===== config.mk =====
export PLATFORM = sky130hd
export DESIGN_NAME = dmem_arbiter
export DESIGN_NICKNAME = d
export VERILOG_FILES = /design/src/rtl/dmem_arbiter.sv
export SDC_FILE = /design/constraint.sdc
export NUM_CORES = 1
export LEC_CHECK = 0
export CAP_MARGIN = 10
export CORE_AREA = 2 2 119 121
export CTS_CLUSTER_SIZE = 25
export DETAILED_ROUTE_END_ITERATION = 6
export DIE_AREA = 0 0 121 123
export GPL_TIMING_DRIVEN = 0
export PLACE_DENSITY = 0.59
export SLEW_MARGIN = 20
export SYNTH_ARGS = -nofsm -noshare
export SYNTH_HDL_FRONTEND = slang
export SYNTH_SLANG_ARGS = --single-unit

===== constraint.sdc =====
create_clock -name clk -period 2.2 [get_ports clk]
set_clock_uncertainty 0.15 [all_clocks]
set_input_delay 0.22 -clock clk [delete_from_list [all_inputs] [get_ports clk]]
set_output_delay 0.22 -clock clk [all_outputs]
set_load 0.01 [all_outputs]

===== src/rtl/dmem_arbiter.sv =====
// rtl/dmem_arbiter.sv - two-master data memory arbiter with read-data return routing
//
// Shares one single-ported, one-cycle-latency data memory between master 0
// (CPU load/store port) and master 1 (DMA / debug loader).
//
// Parameters:
//   ARB_MODE  0 = master 0 priority with starvation guard, 1 = round-robin
//   MAX_WAIT  cycles master 1 may wait in mode 0 before it is forced to win (0 = no guard)
//   AW        address width
//
// Ports:
//   clk, rst                      clock, asynchronous active-low reset
//   mX_req/we/addr/wdata/wstrb    master X access request and payload
//   mX_gnt                        combinational grant, access taken this cycle
//   mX_rvalid/rdata               registered read return, rdata is 0 when not valid
//   mem_en/we/addr/wdata/wstrb    memory command bus, all zero when idle
//   mem_rdata                     memory read data, valid the cycle after a read
module dmem_arbiter #(
    parameter int ARB_MODE = 0,
    parameter int MAX_WAIT = 8,
    parameter int AW       = 32
) (
    input  logic          clk,
    input  logic          rst,
    input  logic          m0_req,
    input  logic          m0_we,
    input  logic [AW-1:0] m0_addr,
    input  logic [31:0]   m0_wdata,
    input  logic [3:0]    m0_wstrb,
    input  logic          m1_req,
    input  logic          m1_we,
    input  logic [AW-1:0] m1_addr,
    input  logic [31:0]   m1_wdata,
    input  logic [3:0]    m1_wstrb,
    output logic          m0_gnt,
    output logic          m1_gnt,
    output logic          m0_rvalid,
    output logic          m1_rvalid,
    output logic [31:0]   m0_rdata,
    output logic [31:0]   m1_rdata,
    output logic          mem_en,
    output logic          mem_we,
    output logic [AW-1:0] mem_addr,
    output logic [31:0]   mem_wdata,
    output logic [3:0]    mem_wstrb,
    input  logic [31:0]   mem_rdata
);

    // Counter must be at least one bit wide even when the guard is disabled.
    localparam int WCW = (MAX_WAIT > 0) ? $clog2(MAX_WAIT + 1) : 1;
    localparam logic [WCW-1:0] WAIT_LIM = WCW'(MAX_WAIT);

    typedef enum logic [1:0] {
        OWN_NONE = 2'd0,
        OWN_M0   = 2'd1,
        OWN_M1   = 2'd2
    } owner_t;

    logic           last_gnt;   // 0 = master 0 won last, 1 = master 1 won last
    logic [WCW-1:0] wait_cnt;
    owner_t         rd_owner;

    logic starved;
    logic conflict_m1;
    logic g0;
    logic g1;

    always_comb begin
        starved = (MAX_WAIT != 0) && (wait_cnt == WAIT_LIM);
        if (ARB_MODE == 0) begin
            conflict_m1 = starved;
        end else begin
            conflict_m1 = ~last_gnt;
        end
        // Grants are suppressed while reset is held so nothing reaches memory.
        g1 = rst & m1_req & (~m0_req | conflict_m1);
        g0 = rst & m0_req & ~g1;
    end

    assign m0_gnt = g0;
    assign m1_gnt = g1;

    always_comb begin
        mem_en    = g0 | g1;
        mem_we    = 1'b0;
        mem_addr  = '0;
        mem_wdata = '0;
        mem_wstrb = '0;
        if (g0) begin
            mem_we    = m0_we;
            mem_addr  = m0_addr;
            mem_wdata = m0_wdata;
            mem_wstrb = m0_we ? m0_wstrb : 4'h0;
        end else if (g1) begin
            mem_we    = m1_we;
            mem_addr  = m1_addr;
            mem_wdata = m1_wdata;
            mem_wstrb = m1_we ? m1_wstrb : 4'h0;
        end
    end

    always_ff @(posedge clk or negedge rst) begin
        if (!rst) begin
            last_gnt <= 1'b1;
            wait_cnt <= '0;
            rd_owner <= OWN_NONE;
        end else begin
            if (g0) begin
                last_gnt <= 1'b0;
            end else if (g1) begin
                last_gnt <= 1'b1;
            end

            if (!m1_req || g1) begin
                wait_cnt <= '0;
            end else if (wait_cnt != WAIT_LIM) begin
                wait_cnt <= wait_cnt + 1'b1;
            end

            // Owner only lives for one cycle: it tags the mem_rdata of the next cycle.
            if (g0 && !m0_we) begin
                rd_owner <= OWN_M0;
            end else if (g1 && !m1_we) begin
                rd_owner <= OWN_M1;
            end else begin
                rd_owner <= OWN_NONE;
            end
        end
    end

    assign m0_rvalid = (rd_owner == OWN_M0);
    assign m1_rvalid = (rd_owner == OWN_M1);
    assign m0_rdata  = m0_rvalid ? mem_rdata : 32'h0;
    assign m1_rdata  = m1_rvalid ? mem_rdata : 32'h0;

endmodule


==> results of run 1 <==
## worst max-delay path, delay by kind of cell (launching register included)
kind                     cells  cell delay, ps
AO/OA/AOI/OAI                2             470
adder cells (fa/ha/maj)      1             180
buffers and inverters        5             560
flip-flops                   1             330
AND/OR/NAND/NOR              1             240
## power by group
| group | total (uW) | internal [uW] | switching (uW) |
|---|---|---|---|
| Sequential | 119 | 115 | 3.11 |
| Clock | 299 | 234 | 65.1 |
| Combinational | 783 | 518 | 265 |
| Total | 1200 | 867 | 333 |
## metrics by stage
step | setup WS (ps) | util | hold slack [ps]
after global routing | -261 | 0.369 | 482
after global placement | -972 | 0.356 | 361
after floorplan | 79.0 | - | -226
final | -183 | 0.369 | 448
after CTS | -203 | 0.360 | 437
after detailed placement | -1030 | 0.356 | 373
## worst paths after layout
| kind | endpoint | startpoint | slack (ps) | depth (start not counted) |
|---|---|---|---|---|
| min in group clk | rd_owner[1] | m1_we | 450 | 2 |
| min reg2reg | wait_cnt[3] | wait_cnt[3] | 520 | 2 |
| max reg2reg | rd_owner[0] | wait_cnt[1] | 360 | 8 |
| max in group asynchronous | rd_owner[0] | rst | 1240 | 2 |
| max | mem_wstrb[0] | wait_cnt[1] | -180 | 9 |
| min | wait_cnt[0] | rst | 450 | 2 |
## cells by family (layout without fill, tap and decap cells)
group / count (synthesis) / count (layout) / share of synthesized area
compound gates: 73 / 73 / 0.430
xor+xnor: 3 / 3 / 0.0174
fa+ha+maj: 2 / 2 / 0.0166
buf+inv: 25 / 358 / 0.105
flops: 6 / 6 / 0.0993
mux: 1 / 1 / 0.00745
simple gates: 79 / 79 / 0.325
## routing by layer
metal  part of all wire  track usage  wire [um]
met3              0.093       0.0268       1060
met5                  0            0          0
met2               0.54        0.272       6170
met4             0.0071       0.0218         81
met1               0.36        0.144       4100
## sequential cells by signal, summed over array words and instances, names as in the netlist
name,flops
wait_cnt,4
rd_owner,2
## cell usage after synthesis (all sizes together)
cell type / count / area share
a211oi: 2 / 0.018
and2b: 1 / 0.0050
xor2: 1 / 0.0058
nand3: 1 / 0.0033
and3: 3 / 0.012
a21oi: 1 / 0.0033
a21o: 1 / 0.0050
clkbuf: 9 / 0.022
nand3b: 1 / 0.0050
nor2b: 3 / 0.012
nand2: 2 / 0.0050
mux2: 1 / 0.0074
buf: 12 / 0.073
a22o: 64 / 0.37
xnor2: 2 / 0.012
nor2: 2 / 0.0050
and2: 64 / 0.26
and4: 1 / 0.0058
dfrtp: 6 / 0.099
and3b: 1 / 0.0058
o21ai: 1 / 0.0033
ha: 2 / 0.017
a32o: 4 / 0.029
inv: 4 / 0.0099
## area by class of cell
| type | count | share of cell area |
|---|---|---|
| Tap cell | 180 | 0.0449 |
| Buffer | 17 | 0.0332 |
| Multi-Input combinational cell | 158 | 0.247 |
| Sequential cell | 6 | 0.0299 |
| Inverter | 4 | 0.00299 |
| Timing Repair Buffer | 334 | 0.627 |
| Clock buffer | 3 | 0.0150 |
## what timing repair did
action,CTS,global route
gates cloned,2,1
pin swaps,14,13
setup buffers,12,7
gates resized for setup,332,27
hold buffers,1,0
endpoints found under the setup margin,132,109
hold endpoints to repair,6,0
==> Flow_metrics.wiki, run 1 <==
{| class="wikitable"
! Metric !! Value
|-
| Cell area after synthesis || about 1500 sq um
|-
| TritonCTS clock tree || done
|-
| Total negative slack for setup checks || -8310 ps
|-
| Max H-tree Level || 1
|-
| Source-to-sink clock delay at the later pin of the worst-skew pair || between 200 and 250 ps
|-
| Master of the slowest instance on the critical path || sky130_fd_sc_hd__dfrtp_1
|-
| Final critical path time including I/O delays and setup || approximately 2400 ps
|-
| Hold/Removal Path Class || primary input to asynchronous set/reset pin
|-
| Diode insertion count for antenna repair || 0
|-
| Post-detailed-route count of antenna-violating nets || 0
|-
| Number of remaining DRC errors || 0
|-
| Total routing usage reported by global routing || 0.134
|-
| Area of all placed cells without fillers || 5020 sq um
|-
| Number of nets in the layout || 700
|-
| Die height || approximately 120 um
|-
| Max Cap Violations || 0
|-
| Count of boundary I/O pins || around 310
|-
| Cell Count Post-Placement || 680
|-
| Number of search-and-repair iterations in the first detailed-routing pass || 4
|-
| RSZ-0062 raised after global routing || yes
|-
| Total core area || ~14000 sq um
|-
| Commonest non-fill, non-tap cells in the layout || 238 x sky130_fd_sc_hd__clkdlybuf4s50_1, 64 x sky130_fd_sc_hd__and2_1, 64 x sky130_fd_sc_hd__a22o_1, 44 x sky130_fd_sc_hd__buf_2, 23 x sky130_fd_sc_hd__buf_6
|-
| Fraction of layout cells with a size suffix above 1 || 0.239
|-
| Final setup fails || between 60 and 70
|-
| Count of input and output buffers || a little over 300
|-
| Register clock-pin slew on the reported worst setup and hold paths || 40 ps
|-
| Largest net degree at the start of global routing || 11
|-
| Cell area after placement || approximately 4800 sq um
|-
| Peak clock frequency supported by timing || around 420 MHz
|-
| GP Congestion || around 0.74
|-
| Number of vias per cell || between 4 and 5
|-
| Non-filler cells, final || roughly 700
|-
| Overall via count from detail_route || ~2800
|-
| Crit path arrival time || roughly 2000 ps
|-
| Violations in the final reports || negative setup slack
|-
| Number of CTS-inserted buffers || 3
|-
| Wire length per cell after detailed routing || around 16 um
|-
| Most common cell after layout, fill and taps aside || sky130_fd_sc_hd__clkdlybuf4s50_1
|-
| Number of global-route vias before repair || about 2900
|-
| DRC marker count from the first detailed-route iteration || 60
|-
| Number of antenna violations at the first check in global routing || 0
|-
| Slowest stage delay, CP || 330 ps
|-
| Number of warnings reported in the yosys synthesis log || 0
|-
| Final worst setup slack || -183 ps
|-
| Buffers from clock root to sink, at most || 2
|-
| Number of unique standard cell types used by synthesis || 27
|-
| CP dominant cell by count || sky130_fd_sc_hd__buf_6
|-
| Nets in the synthesized netlist || approximately 370
|-
| Area of the multi-input gates || between 1000 and 1500 sq um
|-
| Run status || complete, but fails checks
|-
| Slew at the pin closest to its max-slew limit || between 300 and 400 ps
|-
| Total leakage power || around 0.0022 uW
|-
| Leftover overflow at the end of global routing || 0
|-
| Fill cell count || roughly 1400
|-
| Period utilisation layout || 1.08
|-
| Endpoint type of the worst setup path || primary output
|-
| Syn Area/Cell || between 7 and 8 sq um
|-
| Seq/Total Area, Yosys || 0.0993
|-
| Die Span X || ~120 um
|-
| First-pass GRT wire length || 15700 um
|-
| Area enclosed by the die boundary || between 10000 and 15000 sq um
|-
| Slew margin rel. || 0.788
|-
| Row cnt || 43
|-
| Power consumption || around 1200 uW
|-
| Count of mapped cells out of synthesis || about 190
|-
| Sinks on Clock Net || 6
|-
| Worst setup path category || register to primary output
|-
| Worst-path fanout max || 8
|-
| Required time worst endpoint || 1830 ps
|-
| PwrDens || around 240 nW/um^2
|-
| Final Hold Fails || 0
|-
| Cell at the root of the clock tree || sky130_fd_sc_hd__clkbuf_16
|-
| Final-report max-slew violation count || 0
|-
| Ordered list of cells on the worst path || inv_1 -> ha_2 -> and3b_2 -> a211oi_4 -> buf_12 -> buf_8 -> buf_6 -> a32o_2 -> buf_6
|-
| HPWL after detailed placement || a little under 10000 um
|-
| Growth of design area from synthesis to finish || 232%
|-
| Storage element area || approximately 150 sq um
|-
| Crit path launch type || register
|-
| Final wirelength || ~11000 um
|-
| Total of flip-flops plus latches after synthesis || 6
|-
| Starting utilization of the core area || 0.111
|-
| Worst IR Drop VDD || about 200 uV
|}
Note: power is estimated with default switching activity, not from simulation.
==> run 2, diff against run 1 <==
--- a/config.mk
+++ b/config.mk
@@ -12,6 +12,7 @@
 export DIE_AREA = 0 0 121 123
 export GPL_TIMING_DRIVEN = 0
 export PLACE_DENSITY = 0.59
+export SETUP_SLACK_MARGIN = 0.05
 export SLEW_MARGIN = 20
 export SYNTH_ARGS = -nofsm -noshare
 export SYNTH_HDL_FRONTEND = slang
==> run 2 against run 1 <==
- sequential power about the same
- non-clock buffer count increased by 3
- register-to-register slack improved by 40 ps
- largest cell class unchanged
- the run still ends with negative setup slack left
- first-iteration DRC count increased by 18%
- cell area increased by 1.2%
==> Flow_metrics.wiki, run 2 (same netlist as run 1, synthesis figures left out) <==
{| class="wikitable"
! Metric !! Value
|-
| Diode insertion count for antenna repair || 0
|-
| Buffers from clock root to sink, at most || 2
|-
| Total negative slack for setup checks || -6090 ps
|-
| Final critical path time including I/O delays and setup || roughly 2300 ps
|-
| Relative contribution of sequential cells to total power || 0.098
|-
| Final Hold Fails || 0
|-
| Overall via count from detail_route || 2849
|-
| Met2 Usage GRT || 0.273
|-
| Wire length per cell after detailed routing || 16.3 um
|-
| Most flops, register || wait_cnt
|-
| Run status || complete, but fails checks
|-
| Busiest metal layer after global routing || met2
|-
| Worst reg-to-reg path cell count || 7
|-
| Number of vias per cell || 4.04
|-
| Register clock-pin slew on the reported worst setup and hold paths || approximately 40 ps
|-
| Power consumption || roughly 1200 uW
|-
| Number of remaining DRC errors || 0
|-
| Number of antenna violations at the first check in global routing || 0
|-
| Fraction of layout cells with a size suffix above 1 || 0.244
|-
| Flip-flop count of the largest register after layout || 4
|-
| Largest net degree at the start of global routing || 11
|-
| Worst setup path category || register to primary output
|-
| Critical register-to-register path endpoint || wait_cnt[1]
|-
| Total routing usage reported by global routing || 0.134
|-
| PwrDens || between 200 and 250 nW/um^2
|-
| Final worst setup slack || -143 ps
|-
| Sinks on Clock Net || 6
|-
| Final wirelength || roughly 11000 um
|-
| GP Congestion || 0.737
|-
| Period utilisation layout || 1.07
|-
| Biggest registers after layout || wait_cnt: 4 flops, rd_owner: 2 flops
|-
| Global routing met1 resource utilization || 0.143
|-
| Starting utilization of the core area || 0.111
|-
| Count of input and output buffers || 311
|-
| Final setup fails || 69
|-
| Crit path arrival time || 1970 ps
|-
| Total core area || around 14000 sq um
|-
| Growth of design area from synthesis to finish || 236%
|-
| HPWL after detailed placement || 9940 um
|-
| Cell at the root of the clock tree || sky130_fd_sc_hd__clkbuf_16
|-
| Share of total power in combinational logic || 0.655
|-
| Met3 layer usage reported by global route || 0.0268
|-
| Worst IR Drop VDD || about 190 uV
|-
| Area enclosed by the die boundary || between 10000 and 15000 sq um
|-
| Endpoint type of the worst setup path || primary output
|-
| Commonest non-fill, non-tap cells in the layout || 230 x sky130_fd_sc_hd__clkdlybuf4s50_1, 64 x sky130_fd_sc_hd__and2_1, 64 x sky130_fd_sc_hd__a22o_1, 53 x sky130_fd_sc_hd__buf_2, 31 x sky130_fd_sc_hd__buf_6
|-
| Most common cell after layout, fill and taps aside || sky130_fd_sc_hd__clkdlybuf4s50_1
|-
| Required time worst endpoint || between 1500 and 2000 ps
|-
| Slew at the pin closest to its max-slew limit || roughly 300 ps
|-
| Share of total power consumed by net switching || 0.277
|-
| Cell area after placement || ~4800 sq um
|-
| First-pass GRT wire length || between 15000 and 20000 um
|-
| Post-detailed-route count of antenna-violating nets || 0
|-
| End point of the critical path || mem_addr[14]
|-
| Final-report max-slew violation count || 0
|-
| Source-to-sink clock delay at the later pin of the worst-skew pair || roughly 230 ps
|-
| Number of global-route vias before repair || around 2900
|-
| RSZ-0062 raised after global routing || yes
|-
| Max Cap Violations || 0
|-
| Die height || 123 um
|-
| Number of CTS-inserted buffers || 3
|-
| P_int || 874 uW
|-
| Fill cell count || 1415
|-
| Die Span X || ~120 um
|-
| Share of the core filled with cells in the final layout || 0.373
|-
| Number of search-and-repair iterations in the first detailed-routing pass || 4
|-
| Area of all placed cells without fillers || just over 5000 sq um
|-
| Reg2Reg Launch Point || wait_cnt[0]
|-
| Max H-tree Level || 1
|-
| Leftover overflow at the end of global routing || 0
|-
| Peak clock frequency supported by timing || 427 MHz
|-
| Number of nets in the layout || ~700
|-
| Count of boundary I/O pins || 312
|-
| DRC marker count from the first detailed-route iteration || 71
|-
| Crit path launch type || register
|-
| Total leakage power || 0.00240 uW
|-
| Switch Pwr || 335 uW
|-
| Launching instance or port of the critical path || wait_cnt[0]
|-
| Slew margin rel. || 0.794
|-
| FF-to-FF setup slack || around 400 ps
|-
| Row cnt || 43
|-
| Worst-path fanout max || 7
|-
| Share of power burned in the clock network || 0.247
|-
| Violations in the final reports || negative setup slack
|-
| Hold/Removal Path Class || primary input to asynchronous set/reset pin
|-
| TritonCTS clock tree || done
|}
-- run 2: cell count changes in the layout (fill, tap and decap cells not counted) --
cell                              delta
sky130_fd_sc_hd__buf_2               +9
sky130_fd_sc_hd__clkdlybuf4s15_2     -9
sky130_fd_sc_hd__buf_6               +8
sky130_fd_sc_hd__clkdlybuf4s50_1     -8
sky130_fd_sc_hd__dlymetal6s2s_1      +7
sky130_fd_sc_hd__buf_4               -5
sky130_fd_sc_hd__clkbuf_4            -3
sky130_fd_sc_hd__buf_8               +2
sky130_fd_sc_hd__buf_12              +1
sky130_fd_sc_hd__clkbuf_16           +1
sky130_fd_sc_hd__clkbuf_2            -1
sky130_fd_sc_hd__dlygate4sd2_1       +1
-- run 2: per-layer routing --
| layer | up-vias | share of wire |
|---|---|---|
| li1 | 1374 | - |
| met1 | 1274 | 0.36 |
| met2 | 193 | 0.54 |
| met3 | 8 | 0.095 |
| met4 | 0 | 0.0072 |
| met5 | - | 0 |
-- run 2: worst max-delay path: stages (launching register included) --
cell and delay (ps):
sky130_fd_sc_hd__dfrtp_1 330, sky130_fd_sc_hd__inv_1 40, sky130_fd_sc_hd__ha_2 180, sky130_fd_sc_hd__and3b_2 240, sky130_fd_sc_hd__a211oi_4 260, sky130_fd_sc_hd__buf_12 160
sky130_fd_sc_hd__buf_12 110, sky130_fd_sc_hd__buf_8 100, sky130_fd_sc_hd__a22o_1 160, sky130_fd_sc_hd__buf_2 140
-- run 2: repair_timing --
| item | CTS | global route |
|---|---|---|
| setup buffers | 12 | 9 |
| hold endpoints to repair | 6 | 0 |
| hold buffers | 1 | 0 |
| setup endpoints to repair | 133 | 121 |
| gates cloned | 2 | 2 |
| pin swaps | 14 | 12 |
| resized for setup | 341 | 46 |
-- run 2: metrics by stage --
step / instances / worst slack [ps] / hold slack (ps)
floorplan: 189 / 79.0 / -226
global placement: 680 / -972 / 361
detailed placement: 680 / -1030 / 373
CTS: 695 / -202 / 437
global route: 705 / -202 / 482
finish: 705 / -143 / 449
-- run 2: how the worst min path moves through the flow --
| stage | startpoint | to | depth (start not counted) | slack (ps) |
|---|---|---|---|---|
| after floorplan | rst | rd_owner[0] | 0 | -230 |
| after global placement | rst | wait_cnt[0] | 1 | 360 |
| after detailed placement | rst | wait_cnt[0] | 1 | 370 |
| after CTS | m1_we | rd_owner[1] | 2 | 440 |
| after global routing | m1_we | rd_owner[1] | 2 | 480 |
| final | rst | wait_cnt[0] | 2 | 450 |
-- run 2: power by group through the flow --
| stage | clock, uW | combinational (uW) | sequential (uW) |
|---|---|---|---|
| after floorplan | 0 | 213 | 120 |
| after global placement | 0 | 778 | 121 |
| after detailed placement | 0 | 784 | 121 |
| after CTS | 300 | 775 | 118 |
| after global routing | 307 | 845 | 119 |
| final | 299 | 792 | 119 |
-- run 2: cell type report --
type                            count  area [sq um]  area share
Buffer                             17           200      0.0394
Clock buffer                        3          75.1      0.0148
Inverter                            4          15.0     0.00296
Multi-Input combinational cell    158          1240       0.244
Sequential cell                     6           150      0.0296
Tap cell                          180           225      0.0443
Timing Repair Buffer              337          3180       0.625
